--- src/rtl/kvs_lookup_arbiter.sv ---
// kvs_lookup_arbiter: shares one KVS lookup port between two requesters.
// Requests are granted round-robin, and each issued request is tagged with
// its requester id in a small FIFO. The KVS returns results in issue order,
// so the FIFO head always names the requester that owns the next result.
module kvs_lookup_arbiter #(
   parameter int KEY_SIZE  = 96,
   parameter int TAG_DEPTH = 16,
   parameter int TAG_AW    = 4
) (
   input  logic                clk,
   input  logic                rst,
   input  logic [KEY_SIZE-1:0] req0_key,
   input  logic [3:0]          req0_flag,
   input  logic                req0_valid,
   output logic                req0_ready,
   input  logic [KEY_SIZE-1:0] req1_key,
   input  logic [3:0]          req1_flag,
   input  logic                req1_valid,
   output logic                req1_ready,
   output logic [KEY_SIZE-1:0] db_key,
   output logic [3:0]          db_flag,
   output logic                db_valid,
   input  logic                db_ready,
   input  logic                db_out_valid,
   input  logic [3:0]          db_out_flag,
   output logic                resp0_valid,
   output logic [3:0]          resp0_flag,
   output logic                resp1_valid,
   output logic [3:0]          resp1_flag,
   output logic [TAG_AW:0]     inflight,
   output logic                err_orphan
);

   localparam logic [TAG_AW:0]   FULL_CNT = (TAG_AW+1)'(TAG_DEPTH);
   localparam logic [TAG_AW:0]   CNT_ONE  = (TAG_AW+1)'(1);
   localparam logic [TAG_AW-1:0] PTR_ONE  = (TAG_AW)'(1);

   logic              last_grant;
   logic [TAG_AW-1:0] wr_ptr;
   logic [TAG_AW-1:0] rd_ptr;
   logic              tag_mem [TAG_DEPTH];
   logic              slot_free;
   logic              can_grant;
   logic              grant0;
   logic              grant1;
   logic              push;
   logic              pop;
   logic              orphan;
   logic              head_tag;
   logic [TAG_AW:0]   inflight_nxt;

   // Round-robin grant; grant uses the registered inflight count only.
   always_comb begin
      slot_free = !db_valid || db_ready;
      can_grant = slot_free && (inflight < FULL_CNT);
      grant0    = 1'b0;
      grant1    = 1'b0;
      if (can_grant) begin
         if (req0_valid && req1_valid) begin
            if (last_grant) begin
               grant0 = 1'b1;
            end else begin
               grant1 = 1'b1;
            end
         end else if (req0_valid) begin
            grant0 = 1'b1;
         end else if (req1_valid) begin
            grant1 = 1'b1;
         end else begin
            grant0 = 1'b0;
            grant1 = 1'b0;
         end
      end else begin
         grant0 = 1'b0;
         grant1 = 1'b0;
      end
   end

   assign req0_ready = grant0;
   assign req1_ready = grant1;
   assign push       = grant0 || grant1;
   assign pop        = db_out_valid && (inflight != '0);
   assign orphan     = db_out_valid && (inflight == '0);
   assign head_tag   = tag_mem[rd_ptr];

   // Next outstanding count: push and pop together leave it unchanged.
   always_comb begin
      inflight_nxt = inflight;
      case ({push, pop})
         2'b10:   inflight_nxt = inflight + CNT_ONE;
         2'b01:   inflight_nxt = inflight - CNT_ONE;
         default: inflight_nxt = inflight;
      endcase
   end

   // Issue register toward the KVS, holding while the KVS stalls.
   always_ff @(posedge clk or posedge rst) begin
      if (rst) begin
         db_key     <= '0;
         db_flag    <= 4'h0;
         db_valid   <= 1'b0;
         last_grant <= 1'b1;
      end else if (push) begin
         db_key     <= grant1 ? req1_key : req0_key;
         db_flag    <= grant1 ? req1_flag : req0_flag;
         db_valid   <= 1'b1;
         last_grant <= grant1;
      end else if (db_ready) begin
         db_valid   <= 1'b0;
      end
   end

   // Tag storage; emptiness is tracked by the pointers and inflight.
   always_ff @(posedge clk) begin
      if (push) begin
         tag_mem[wr_ptr] <= grant1;
      end
   end

   // Tag FIFO pointers and outstanding-lookup counter.
   always_ff @(posedge clk or posedge rst) begin
      if (rst) begin
         wr_ptr   <= '0;
         rd_ptr   <= '0;
         inflight <= '0;
      end else begin
         if (push) begin
            wr_ptr <= wr_ptr + PTR_ONE;
         end
         if (pop) begin
            rd_ptr <= rd_ptr + PTR_ONE;
         end
         inflight <= inflight_nxt;
      end
   end

   // Route each result to the owner of the head tag one cycle later.
   always_ff @(posedge clk or posedge rst) begin
      if (rst) begin
         resp0_valid <= 1'b0;
         resp0_flag  <= 4'h0;
         resp1_valid <= 1'b0;
         resp1_flag  <= 4'h0;
         err_orphan  <= 1'b0;
      end else begin
         resp0_valid <= pop && !head_tag;
         resp1_valid <= pop && head_tag;
         if (pop && !head_tag) begin
            resp0_flag <= db_out_flag;
         end
         if (pop && head_tag) begin
            resp1_flag <= db_out_flag;
         end
         err_orphan <= err_orphan || orphan;
      end
   end

endmodule
--- config.mk ---
export PLATFORM = sky130hd
export DESIGN_NAME = kvs_lookup_arbiter
export DESIGN_NICKNAME = d
export VERILOG_FILES = /design/src/rtl/kvs_lookup_arbiter.sv
export SDC_FILE = /design/constraint.sdc
export NUM_CORES = 1
export LEC_CHECK = 0
export ABC_AREA = 0
export CAP_MARGIN = 10
export CORE_UTILIZATION = 25
export CTS_CLUSTER_SIZE = 10
export DETAILED_ROUTE_END_ITERATION = 6
export RECOVER_POWER = 50
export SYNTH_ARGS = -nofsm -noshare
export SYNTH_HDL_FRONTEND = slang
export SYNTH_SLANG_ARGS = --single-unit
--- constraint.sdc ---
create_clock -name clk -period 7.15 [get_ports clk]
set_clock_uncertainty 0.15 [all_clocks]
set_input_delay 0.715 -clock clk [delete_from_list [all_inputs] [get_ports clk]]
set_output_delay 0.715 -clock clk [all_outputs]
set_load 0.01 [all_outputs]
==> impl_summary.md, run 1 <==
Global routing
The total routing resource utilization after global routing is between 10% and 20%. The via count of the first global-routing pass is 5,240. The met2 usage is 23.9%. Global routing consumed, on the met3 layer, between 5 and 6% of the routing resources. The global routing usage on met1 is 16.3%. The initial antenna violation count is 0. For this run the aggregate overflow at the end of global routing stands at 0. The wire length of the first global-routing pass is 28,900 um. The busiest layer in global routing is met2. The pin count of the biggest net entering global routing is 107.

Routing
Once detail routing completed, the nets flagged for antenna violations numbered 0. After detailed routing, the total wire length is 18,900 um. Across all layers, the routed design uses around 5,400 vias. The routed length per placed instance is between 10 and 15 um. The DRC marker count from the first detailed-route iteration is 167. The iteration count of the initial detailed-routing pass is 4. The vias per cell is 4.28. The number of remaining DRC errors is 0.

STA
The number of max-slew violations in the final report came to 109. The worst slew margin relative to its limit is -88.1%. The final critical-path required period is 5.11 ns.

The hold violation count in the final report came to 0. Setup violations remaining at the end of the flow were counted as 0. The share of the clock period used by the worst path after layout is a little under three quarters. The post-route worst setup slack is around 2.0 ns.

At the pin with the least slew margin, the transition time is 2.81 ns. Setup repair after global routing left no endpoint under its margin. Static timing analysis puts the maximum clock frequency at about 200 MHz.

The final setup TNS is 0 ns.

Placed design
After detailed placement, the design holds a cell count of ~1,200. The port buffer count is approximately 330. The global placer's final weighted congestion is 0.730. The post-place setup slack is between 3 and 4 ns. The placed instance area is 10,200 um^2. Once detailed placement completed, the half-perimeter wirelength came to between 10,000 and 15,000 um.

Worst setup path
The delay of the slowest cell on the worst path is about 1.9 ns. The worst path required time is 6.28 ns. The signal on the critical path passes through dlygate4sd3_1 > nor2b_1 > nor2_1 > and3_1 > clkdlybuf4s50_1.

The largest individual stage delay along the critical path comes from the cell and3_1. The worst setup path is captured at an output pin. The arrival time at the worst endpoint is 4.24 ns. The element type at the critical path start is an input port. By startpoint and endpoint, the worst setup path is classified as input port to output pin.

The maximum fanout along the worst path is 47.

Clock network
The cts-stage hold buffer count is 0. At the later pin of the worst-skew pair, clock insertion delay measures 0.42 ns. The number of H-tree branching levels is 4. Post-CTS timing repair inserted 0 buffers for setup. The root buffer cell chosen for the clock tree is clkbuf_16. The clock input transition at the sequential cells of the worst setup and hold paths is 0.07 ns. In this run the deepest clock path goes through 2 buffers.

CTS saw 142 sinks. TritonCTS created 17 clock buffers. The number of resized instances in the post-cts repair step is 0. The TritonCTS clock tree is yes.

Floorplanning
The core region is 26,100 um^2. The die outline height is approximately 160 um. The starting utilization of the core area is 25.5%. In this run the horizontal extent of the chip is 165 um. The overall die area is about 27,000 um^2. The site row count is between 50 and 60.

For this design the top-level I/O count stands at roughly 330.

Synthesis
Yosys printed 0 warnings. The number of nets handed over by synthesis was 824. The synthesized design contains 16 enable-type register cells. Counting every instance in the synthesized netlist gives ~610. In this run the mean area of a mapped cell was about 11 um^2.

The number of different library cells used by synthesis comes to 45. The combined area of all synthesized cells is 6640 um^2. Of all flip-flops after synthesis, the portion carrying an async set or reset was 88.7%.

The flip-flop and latch count after synthesis is 142. The main flop type after synthesis is dfrtp_1. The sequential element share of the synthesized area is a little over half.

Cells and area
The share of post-route cells with drive strength above 1 is 5.49%. The antenna diode count is 0. Leaving out fill and tap cells, the most frequent cell in the layout is clkdlybuf4s50_1.

The non-filler instance count after layout is 1,264. The summed area of non-filler cells in the final layout is 10,700 um^2. The synthesis-to-layout area growth is 61.5%.

The final-layout fill cell count is 2,579. The top cell types in the final layout, fill and taps aside, are clkdlybuf4s50_1 (213), dfrtp_1 (125), dlygate4sd3_1 (115), nand2_1 (113), mux2i_1 (107). The net count reported at finish is 1,134.

Pwr
Summing internal, switching and leakage power gives 4120 uW. For this design the static power due to leakage is 0.00442 uW. The power density over cell area is ~380 nW/um^2. The worst voltage drop across the vdd grid is 0.253 mV.

Outcome
The final reports fail on max-capacitance violations, max-slew violations. The run finished, with violations left.

Run
The total of max-cap violations is 2.

Hold path
The worst min-delay path class is register to register.
-- power breakdown --
group	switching, uW	internal, uW
Combinational	893	925
Clock	370	506
Sequential	229	1190
-- layout make-up --
type	count	area [um^2]	area share, %
clock inverters	10	90.1	0.840
flip-flops and latches	142	3630	33.9
clock buffers	22	497	4.63
multi-input cells	414	2730	25.5
repair buffers	332	3310	30.9
inverters	9	40.0	0.373
well taps	335	419	3.91
-- synthesized netlist by cell type (2+ instances only) --
library cell	n	area share, %
edfxtp_1	16	7.2
xor2_1	3	0.40
xnor2_1	7	0.92
nand2b_1	6	0.57
mux2i_1	107	16
and3_1	2	0.19
nand4_1	2	0.19
o21ai_0	101	7.6
ha_1	8	1.5
buf_6	2	0.34
nand3_1	4	0.30
mux4_2	2	0.68
dfrtp_1	125	47
nor3_1	6	0.45
inv_1	7	0.40
buf_2	13	0.98
inv_2	2	0.11
nor2_1	18	1.0
o311ai_0	2	0.26
nand2_1	112	6.3
a21o_1	3	0.34
mux2_2	9	1.5
a21oi_1	3	0.23
nor2b_1	2	0.19
clkbuf_1	24	1.4
-- flip-flops by register name (all words and copies together) (netlist names) --
signal,count
rd_ptr,4
db_flag,4
db_valid,1
inflight,5
wr_ptr,4
resp0_valid,1
last_grant,1
resp1_flag,4
err_orphan,1
tag_mem,16
resp0_flag,4
resp1_valid,1
db_key,96
-- routing by layer --
| layer | wire (um) | vias up |
|---|---|---|
| met5 | 0 | - |
| met4 | 130 | 0 |
| met3 | 1740 | 10 |
| met2 | 9610 | 210 |
| met1 | 7470 | 2456 |
| li1 | - | 2730 |
-- per-stage QoR --
stage | utilization [%] | hold WS [ns]
6_report | 41.2 | 0.312
5_1_grt | 41.2 | 0.347
4_1_cts | 41.4 | 0.318
3_5_place_dp | 39.1 | 0.302
3_3_place_gp | 39.1 | 0.293
2_1_floorplan | - | 0.343
-- worst max-delay path, delay by kind of cell --
kind / cells / cell delay [ns]
buf+inv: 2 / 1.37
simple gates: 3 / 2.15
-- logic make-up (layout without fill, tap and decap cells) --
logic type               count (synthesis)  after routing  share of synthesized area [%]
AND/OR/NAND/NOR                        160            160                           10.3
flip-flops                             142            142                           54.7
AO/OA/AOI/OAI                          118            118                           10.4
multiplexers                           118            118                           18.3
buffers and inverters                   50            373                           3.35
XOR/XNOR                                10             10                           1.32
adder cells (fa/ha/maj)                  8              8                           1.51
-- final timing paths --
check	startpoint	endpoint	slack (ns)	cells past startpoint
setup / recovery	db_ready	req1_ready	2.04	5
hold / removal	err_orphan	err_orphan	0.31	1
setup reg to reg	db_valid	db_key[86]	3.02	6
hold reg to reg	err_orphan	err_orphan	0.31	1
max in group asynchronous	rst	db_key[61]	3.64	3
min in group asynchronous	rst	resp1_flag[1]	1.38	2
(Power assumes the default switching activity.)
==> run 2, diff against run 1 <==
==> constraint.sdc (replaced) <==
create_clock -name clk -period 4.8 [get_ports clk]
set_clock_uncertainty 0.15 [all_clocks]
set_input_delay 0.48 -clock clk [delete_from_list [all_inputs] [get_ports clk]]
set_output_delay 0.48 -clock clk [all_outputs]
set_load 0.01 [all_outputs]
==> impl_summary.md, run 2 (same netlist as run 1, synthesis figures left out) <==
Routing
The DRC marker count from the first detailed-route iteration is 254 (was 167). The iteration count of the initial detailed-routing pass is 4 (unchanged). The number of remaining DRC errors was 0 (unchanged). The total wirelength of the detailed-routed design is 18,900 um (about the same). The routed length per placed instance is 14.9 um (was 15.0 um). The vias per cell came to 4.28 (about the same).

The final antenna-violating net count came to 0 (unchanged). The total via count after detailed routing is 5,406 (unchanged).

Run
The total of max-cap violations came to 1 (was 2).

Cells and area
The register cell area after layout came to 3630 um^2 (unchanged). The leading cell type in the layout, fill and taps excluded was clkdlybuf4s50_1 (unchanged). The antenna diode count is 0 (unchanged).

The summed area of non-filler cells in the final layout was 10,700 um^2 (about the same). The number of flip-flops in the largest register was 96 (unchanged). The non-filler instance count after layout is 1,263 (was 1,264). Most frequent cells in the layout: clkdlybuf4s50_1 (258), dfrtp_1 (125), nand2_1 (112), mux2i_1 (107), o21ai_0 (101) (was clkdlybuf4s50_1 (213), dfrtp_1 (125), dlygate4sd3_1 (115), nand2_1 (113), mux2i_1 (107)). The area occupied by multi-input gates is 2770 um^2 (was 2730 um^2). The largest register by flop count is db_key (unchanged).

The net count reported at finish is 1,133 (was 1,134). Top flop regs: db_key: 96 flops, tag_mem: 16 flops, inflight: 5 flops (unchanged). The synthesis-to-layout area growth came to 61.8% (was 61.5%). The share of post-route cells with drive strength above 1 came to 5.71% (was 5.49%).

The final-layout fill cell count is 2,557 (was 2,579).

Worst setup path
The start of the worst register-to-register path is inflight[2] (was db_valid). Worst path cell trace: or2_0 > o41ai_1 > inv_2 > ha_1 > ha_1 > nand2b_1 > nor3b_1 > a41oi_1 > o22ai_1 > xor2_1 (was dlygate4sd3_1 > nor2b_1 > nor2_1 > and3_1 > clkdlybuf4s50_1). The type of element capturing the critical path is a register (was output pin). The element type at the critical path start is a register (was input port). The master of the slowest instance on the critical path is o41ai_1 (was and3_1).

The dominant delay contributor by cell family on the critical path is compound AO/OA/AOI/OAI gates (was simple AND/OR/NAND/NOR gates). The number of cells on the critical path is 10 (was 5). The worst path required time came to 4.98 ns (was 6.28 ns).

The maximum fanout along the worst path is 10 (was 47). The delay of the slowest cell on the worst path is 0.91 ns (was 1.94 ns). The cell occurring most often along the worst timing path is ha_1. The critical path class is register to register (was input port to output pin). The setup slack of the most critical reg-to-reg path came to 1.04 ns (was 3.02 ns).

The cell depth of the worst flop-to-flop path is 10 (was 6). The arrival time at the worst endpoint is 3.95 ns (was 4.24 ns). The start point of the critical path is inflight[2] (was db_ready).

The end of the worst register-to-register path is inflight[4] (was db_key[86]). The capture point of the critical path is inflight[4] (was req1_ready). The worst path buffer plus inverter count is 1 (was 2).

Floorplanning
The starting utilization of the core area was 25.5% (unchanged). The overall die area is 27,200 um^2 (unchanged). The site row count is 59 (unchanged).

The core footprint is 26,100 um^2 (unchanged). The I/O pin count came to 329 (unchanged). The die outline height was 165 um (unchanged).

The die extent in x is 165 um (unchanged).

Clock network
The cts-stage hold buffer count was 0 (unchanged). The number of resized instances in the post-cts repair step is 0 (unchanged). The maximum clock path buffer count is 2 (unchanged). The clock buffer count from CTS is 17 (unchanged).

The CTS sink count is 142 (unchanged). The clock input transition at the sequential cells of the worst setup and hold paths is 0.06 ns (was 0.07 ns). The post-CTS setup buffer count is 0 (unchanged). The TritonCTS clock tree is yes (unchanged). The buffer cell driving the clock tree root was clkbuf_16 (unchanged). The insertion delay to the later sink of the worst-skew pair is 0.41 ns (was 0.42 ns).

The number of H-tree branching levels is 4 (unchanged).

STA
The transition time of the tightest slew-check pin is 2.20 ns (was 2.81 ns). The number of max-slew violations in the final report is 100 (was 109). The worst hold margin is 0.311 ns (was 0.312 ns). The hold violation count in the final report was 0 (unchanged). The top achievable clock speed is 266 MHz.

The share of the clock period used by the worst path after layout is 78.4%. Setup repair after global routing missed its margin: no (unchanged). The count of endpoints failing setup in the final report came to 0 (unchanged). After layout, the minimum clock period comes to between 3 and 4 ns. The worst slew margin relative to its limit is -46.8% (was -88.1%). The post-route worst setup slack came to 1.04 ns (was 2.04 ns).

The final setup TNS came to 0 ns (unchanged).

Placed design
The HPWL after detailed placement is 14,000 um (was 14,300 um). The count of placed standard cells including taps was 1,231 (was 1,232). The post-place setup slack came to 1.07 ns (was 3.21 ns).

The placed instance area is 10,200 um^2 (about the same). The global placer's final weighted congestion is 0.756 (was 0.730). The port buffer count is 328 (unchanged).

Pwr
The power density over cell area came to 576 nW/um^2 (was 384 nW/um^2). The worst voltage drop across the vdd grid is 0.339 mV (was 0.253 mV). The leakage power figure is 0.00437 uW (was 0.00442 uW).

Global routing
The pin count of the biggest net entering global routing is 108 (was 107). The total routing resource utilization after global routing came to 14.0% (about the same). The wire length of the first global-routing pass was 28,900 um (unchanged). The via count of the first global-routing pass is 5,301 (was 5,240). The initial antenna violation count is 0 (unchanged). The total grt overflow was 0 (unchanged).

Outcome
Violated checks: max-capacitance violations, max-slew violations (unchanged). Outcome: complete, but fails checks (unchanged).

Hold path
The number of stages on the worst hold path is 1 (unchanged). The worst min-delay path class was register to register (unchanged).
## run 2: changes by cell type in the layout (fill, tap and decap cells not counted), sizes merged
cell,previous run,this run
inv,14,16
clkinv,2,3
buf,4,3
clkdlybuf4s50,213,258
clkbuf,22,20
dlygate4sd3,115,70
clkinvlp,3,1
bufinv,0,1
## run 2: worst min-delay path by stage
| stage | start | end | slack [ns] |
|---|---|---|---|
| 5_1_grt | db_key[30] | db_key[30] | 0.34 |
| 3_5_place_dp | err_orphan | err_orphan | 0.30 |
| 4_1_cts | err_orphan | err_orphan | 0.31 |
| 2_1_floorplan | err_orphan | err_orphan | 0.34 |
| 3_3_place_gp | err_orphan | err_orphan | 0.29 |
| 6_report | err_orphan | err_orphan | 0.31 |
## run 2: power by group
| part | total (uW) | internal (uW) | switching, uW |
|---|---|---|---|
| combinational | 2780 | 1440 | 1330 |
| clock | 1280 | 729 | 551 |
| sequential | 2130 | 1770 | 359 |
## run 2: cell type report
type / instances / area share, %
inverters: 9 / 0.396
clock inverters: 12 / 1.15
repair buffers: 331 / 30.9
well taps: 335 / 3.90
multi-input cells: 414 / 25.8
flip-flops and latches: 142 / 33.8
clock buffers: 20 / 4.07
## run 2: per-stage QoR
| step | power, uW | util (%) |
|---|---|---|
| 2_1_floorplan | 3620 | - |
| 3_3_place_gp | 5070 | 39.2 |
| 3_5_place_dp | 5120 | 39.2 |
| 4_1_cts | 6440 | 41.3 |
| 5_1_grt | 6660 | 41.2 |
| 6_report | 6190 | 41.2 |
## run 2: worst reg2reg max path, cell delays in order (launching register included)
cell and delay (ns):
dfrtp_1 0.49, or2_0 0.30, o41ai_1 0.91, inv_2 0.24, ha_1 0.41, ha_1 0.37, nand2b_1 0.11, nor3b_1 0.25
a41oi_1 0.07, o22ai_1 0.22, xor2_1 0.16
## run 2: routing by layer
metal,track usage [%],wire [um]
met2,24.5,9560
met5,0,0
met3,5.40,1580
met1,15.7,7580
met4,3.88,142
